$ cat src/rtl/cond_br_buffered.sv
`default_nettype none
// ============================================================================
// Module   : cond_br_buffered
// Purpose  : Elastic conditional branch. Branch conditions are queued in a
//            small FIFO so they may arrive ahead of their data. Each data
//            token is paired with the oldest queued condition and written to
//            a one-entry registered slot on the true or the false side.
//            Registering both output slots breaks the valid/ready path
//            between the comparator and the successors.
// Ports    : clk, rst (synchronous, active-low)
//            condition / condition_valid / condition_ready : 1-bit input token
//            data / data_valid / data_ready                : data input token
//            trueOut / trueOut_valid / trueOut_ready       : condition == 1
//            falseOut / falseOut_valid / falseOut_ready    : condition == 0
// Revision : 1.0 - initial release
// ============================================================================
module cond_br_buffered #(
    parameter int DATA_TYPE       = 32,
    parameter int COND_FIFO_DEPTH = 2
) (
    input  logic                 clk,
    input  logic                 rst,
    input  logic                 condition,
    input  logic                 condition_valid,
    output logic                 condition_ready,
    input  logic [DATA_TYPE-1:0] data,
    input  logic                 data_valid,
    output logic                 data_ready,
    output logic [DATA_TYPE-1:0] trueOut,
    output logic                 trueOut_valid,
    input  logic                 trueOut_ready,
    output logic [DATA_TYPE-1:0] falseOut,
    output logic                 falseOut_valid,
    input  logic                 falseOut_ready
);

    // A depth of one still needs a 1-bit pointer; it simply never moves.
    localparam int c_PTR_W = (COND_FIFO_DEPTH > 1) ? $clog2(COND_FIFO_DEPTH) : 1;
    localparam int c_CNT_W = $clog2(COND_FIFO_DEPTH + 1);
    localparam logic [c_PTR_W-1:0] c_LAST_PTR = c_PTR_W'(COND_FIFO_DEPTH - 1);
    localparam logic [c_CNT_W-1:0] c_DEPTH    = c_CNT_W'(COND_FIFO_DEPTH);

    logic [COND_FIFO_DEPTH-1:0] r_cond_mem;
    logic [c_PTR_W-1:0]         r_rd_ptr;
    logic [c_PTR_W-1:0]         r_wr_ptr;
    logic [c_CNT_W-1:0]         r_count;

    logic                       r_true_valid;
    logic                       r_false_valid;
    logic [DATA_TYPE-1:0]       r_true_data;
    logic [DATA_TYPE-1:0]       r_false_data;

    logic                       w_full;
    logic                       w_empty;
    logic                       w_head;
    logic                       w_push;
    logic                       w_pop;
    logic                       w_true_accept;
    logic                       w_false_accept;
    logic                       w_fire;
    logic                       w_fire_true;
    logic                       w_fire_false;

    // ------------------------------------------------------------------
    // Condition FIFO status and head selection
    // ------------------------------------------------------------------
    assign w_full  = (r_count == c_DEPTH);
    assign w_empty = (r_count == '0);

    // Compare-based read mux keeps the index width independent of depth,
    // which matters for depth 1 and for non-power-of-two depths.
    always_comb begin
        w_head = 1'b0;
        for (int i = 0; i < COND_FIFO_DEPTH; i++) begin
            if (r_rd_ptr == c_PTR_W'(i)) begin
                w_head = r_cond_mem[i];
            end
        end
    end

    // No bypass on a full FIFO: readiness depends only on the stored count,
    // so condition_ready never waits on the data side.
    assign condition_ready = rst && !w_full;
    assign w_push          = condition_valid && condition_ready;

    // ------------------------------------------------------------------
    // Fire logic: a slot accepts when empty or draining this cycle
    // ------------------------------------------------------------------
    assign w_true_accept  = !r_true_valid  || trueOut_ready;
    assign w_false_accept = !r_false_valid || falseOut_ready;

    assign w_fire       = rst && !w_empty && data_valid &&
                          (w_head ? w_true_accept : w_false_accept);
    assign w_fire_true  = w_fire &&  w_head;
    assign w_fire_false = w_fire && !w_head;
    assign w_pop        = w_fire;
    assign data_ready   = w_fire;

    // ------------------------------------------------------------------
    // Condition FIFO storage, pointers and occupancy
    // ------------------------------------------------------------------
    always_ff @(posedge clk) begin
        if (!rst) begin
            r_cond_mem <= '0;
            r_rd_ptr   <= '0;
            r_wr_ptr   <= '0;
            r_count    <= '0;
        end else begin
            for (int i = 0; i < COND_FIFO_DEPTH; i++) begin
                if (w_push && (r_wr_ptr == c_PTR_W'(i))) begin
                    r_cond_mem[i] <= condition;
                end
            end

            if (w_push) begin
                r_wr_ptr <= (r_wr_ptr == c_LAST_PTR) ? '0 : r_wr_ptr + c_PTR_W'(1);
            end
            if (w_pop) begin
                r_rd_ptr <= (r_rd_ptr == c_LAST_PTR) ? '0 : r_rd_ptr + c_PTR_W'(1);
            end

            if (w_push && !w_pop) begin
                r_count <= r_count + c_CNT_W'(1);
            end else if (w_pop && !w_push) begin
                r_count <= r_count - c_CNT_W'(1);
            end
        end
    end

    // ------------------------------------------------------------------
    // Output slots. A reload in the same cycle as a drain keeps valid high,
    // giving one token per cycle per side. Data only changes on a reload,
    // so it is stable throughout a stall.
    // ------------------------------------------------------------------
    always_ff @(posedge clk) begin
        if (!rst) begin
            r_true_valid <= 1'b0;
            r_true_data  <= '0;
        end else if (w_fire_true) begin
            r_true_valid <= 1'b1;
            r_true_data  <= data;
        end else if (r_true_valid && trueOut_ready) begin
            r_true_valid <= 1'b0;
        end
    end

    always_ff @(posedge clk) begin
        if (!rst) begin
            r_false_valid <= 1'b0;
            r_false_data  <= '0;
        end else if (w_fire_false) begin
            r_false_valid <= 1'b1;
            r_false_data  <= data;
        end else if (r_false_valid && falseOut_ready) begin
            r_false_valid <= 1'b0;
        end
    end

    assign trueOut        = r_true_data;
    assign trueOut_valid  = r_true_valid;
    assign falseOut       = r_false_data;
    assign falseOut_valid = r_false_valid;

endmodule
`default_nettype wire

$ cat config.mk
export PLATFORM = sky130hd
export DESIGN_NAME = cond_br_buffered
export DESIGN_NICKNAME = d
export VERILOG_FILES = /design/src/rtl/cond_br_buffered.sv
export SDC_FILE = /design/constraint.sdc
export NUM_CORES = 1
export LEC_CHECK = 0
export ABC_AREA = 1
export BUFFER_PORTS_ARGS = -buffer_cell sky130_fd_sc_hd__buf_2
export CAP_MARGIN = 25
export CORE_MARGIN = 8
export CORE_UTILIZATION = 28
export DETAILED_ROUTE_END_ITERATION = 8
export HOLD_SLACK_MARGIN = 0.06
export PLACE_DENSITY_LB_ADDON = 0.15
export SLEW_MARGIN = 20
export SYNTH_ARGS = -nofsm -noshare
export SYNTH_HDL_FRONTEND = slang
export SYNTH_SLANG_ARGS = --single-unit
$ cat constraint.sdc
create_clock -name clk -period 2.15 [get_ports clk]
set_input_delay 0.5375 -clock clk [delete_from_list [all_inputs] [get_ports clk]]
set_output_delay 0.5375 -clock clk [all_outputs]
set_load 0.005 [all_outputs]
==> run_results.csv <==
group,metric,value,unit
routing,drc,0,
timing,tightestPinTransition,0.385,ns
placement,port-buffer-count,106,
critical_path,path_buf_inv,3,
global_routing,grt-ovfl-total,0,
routing,drtPass1Iterations,4,
placement,placed_cells,691,
status,status,"complete, no violations",
critical_path,r2r_slack,0.49,ns
die,rows,37,
critical_path,r2r_end,"r_count[1]",
timing,setup-violations-final,0,
global_routing,grt_pass1_vias,2691,
timing,worst_slack,0.312,ns
clock_tree,clk_path_buf_depth,2,
clock_tree,worstSkewPairLatency,0.33,ns
timing,final_max_slew_viol_count,0,
synth,syn-num-nets,503,
routing,routed_wl,7850,µm
synth,ys_ff_latch,72,
critical_path,cpMaxStageDelayCell,"dfxtp_1",
synth,ys_seq_area_share,48.1,%
finish,stdcell_area,3800,µm²
global_routing,grt_max_degree,51,
critical_path,crit_required,1.61,ns
synth,synth_cells,463,
placement,dp_hpwl,5650,µm
die,die-area,14300,µm²
timing,slew-limit-headroom,74.3,%
timing,max_freq,0.544,GHz
finish,synthToLayoutAreaGrowth,27.0,%
global_routing,grt_usage,11.3,%
critical_path,cp-startpoint,"falseOut_valid",
clock_tree,path_clk_slew,0.08,ns
synth,postSynthAreaPerCell,6.47,µm²
timing,fin_hold_ws,0.440,ns
die,boundaryPins,107,
die,die_h,119,µm
power_and_ir_drop,power_density,708,nW/µm²
worst_hold_path,min_path_cells,3,
timing,finalCritPeriodShare,85.5,%
power_and_ir_drop,p_total,2.69,mW
synth,yosys_warnings,0,
critical_path,reg2regPathDepth,10,
placement,place_ws,0.192,ns
finish,n_antenna_cell,0,
global_routing,grt_first_pass_wirelength,13200,µm
timing,setup_tns,0,ns
critical_path,end_kind,"output pin",
run,cap_viol_max_count,0,
clock_tree,htreeDepth,3,
critical_path,worstPathMaxFanout,4,
worst_hold_path,hp-class,"in2reg",
clock_tree,postCtsHoldBufs,0,
routing,ant_nets,0,
die,die_w,119,µm
timing,rsz0062_at_grt,"no",
finish,fin_util,36.7,%
finish,drive_gt1_share,22.6,%
worst_hold_path,holdCritStartpoint,"data[11]",
die,coreArea,10400,µm²
clock_tree,postCtsSetupBuffers,0,
critical_path,worstPathArrival,1.30,ns
routing,via_count,2808,
clock_tree,tritoncts,"done",
critical_path,critical-path-max-stage-delay,0.33,ns
placement,postPlaceCellArea,3640,µm²
timing,skew,0.00796,ns
critical_path,crit_type,"reg2out",
clock_tree,clockRootBuffer,"clkbuf_8",
global_routing,antenna_found_initial,0,
synth,synth_area,3000,µm²
routing,via_per_inst,3.97,
critical_path,worstSetupStartpointType,"register",
finish,fin_nets,606,
critical_path,cpLargestDelayFamily,"simple AND/OR/NAND/NOR gates",
routing,wl_per_cell,11.1,µm
finish,instances_no_fill,707,
critical_path,crit_path_cell_trace,"inv_1, nor2_1, nand3_1, nand3_1, inv_1, buf_2",
die,start_util,28.9,%
clock_tree,cts.repair.resized,0,
power_and_ir_drop,ir_drop,0.249,mV
routing,drtIter0Drc,107,
timing,hold_viol_final,0,
clock_tree,clock_sinks,72,
worst_hold_path,min_to,"trueOut[11]",
critical_path,rr_startpoint,"r_rd_ptr",
power_and_ir_drop,leakagePower,2.27,nW
critical_path,cp.depth,6,
placement,gp_congestion,0.746,
timing,fin_crit,1.84,ns
synth,synth_cell_types,14,
clock_tree,numCtsBuffers,9,
-- worst min-delay path: cells and delay by family --
kind                   cells  cell delay [ns]
and+or+nand+nor            2             0.12
buffers and inverters      1             0.09
-- worst max-delay path by stage --
stage,end,slack (ns)
after CTS,data_ready,0.26
after floorplan,r_count[1],0.24
final,data_ready,0.31
after global placement,r_count[1],0.23
after global routing,data_ready,0.17
after detailed placement,r_count[1],0.19
-- synthesized netlist by cell type, drive strengths merged --
| library cell | count | area share (%) |
|---|---|---|
| nand4 | 2 | 0.42 |
| inv | 75 | 9.4 |
| a21oi | 9 | 1.5 |
| buf | 14 | 3.3 |
| ha | 1 | 0.42 |
| dfxtp | 72 | 48 |
| nand2 | 139 | 17 |
| nor2 | 134 | 17 |
| o21ai | 3 | 0.50 |
| nand3 | 6 | 1.0 |
| clkbuf | 8 | 1.0 |
-- sequential cells by signal, indices dropped and copies added (netlist names) --
| signal | flops |
|---|---|
| falseOut | 32 |
| falseOut_valid | 1 |
| r_cond_mem | 2 |
| r_count | 2 |
| r_rd_ptr | 1 |
| r_wr_ptr | 1 |
| trueOut | 32 |
| trueOut_valid | 1 |
-- cell families after synthesis --
family                   after synthesis  share of synthesized area (%)
AO/OA/AOI/OAI                         12                           2.00
adder cells (fa/ha/maj)                1                          0.418
buffers and inverters                 97                           13.7
flip-flops                            72                           48.1
AND/OR/NAND/NOR                      281                           35.7
-- cell type report --
type                    instances  area (µm²)
fillers                      1185        6570
flip-flops and latches         72        1440
multi-input cells             294        1140
repair buffers                114         603
inverters                      75         282
well taps                     136         170
clock buffers                  12         145
clock inverters                 4        20.0
-- placed cells by master, fill, tap and decap left out --
| cell | n |
|---|---|
| dfxtp_1 | 72 |
| buf_12 | 1 |
| nand2_1 | 139 |
| ha_1 | 1 |
| clkinv_2 | 4 |
| o21ai_0 | 3 |
| nand4_1 | 2 |
| inv_1 | 75 |
| clkbuf_8 | 10 |
| nand3_1 | 6 |
| nor2_2 | 1 |
| a21oi_1 | 9 |
| buf_4 | 7 |
| buf_2 | 106 |
| clkbuf_1 | 2 |
| nor2_1 | 133 |
-- per-layer routing --
layer  vias to the layer above  share of wire [%]  GRT usage, %
li1                       1532                  -             -
met4                         0                1.1          4.45
met5                         -                  0             0
met2                        65                 46          18.4
met3                         9                6.6          4.16
met1                      1202                 46          13.1
-- power by group --
part | total, mW | switching, mW | internal, mW
Combinational | 0.330 | 0.194 | 0.136
Sequential | 1.43 | 0.0328 | 1.40
Clock | 0.931 | 0.487 | 0.444
No activity file was read; power rests on OpenSTA's default activity.
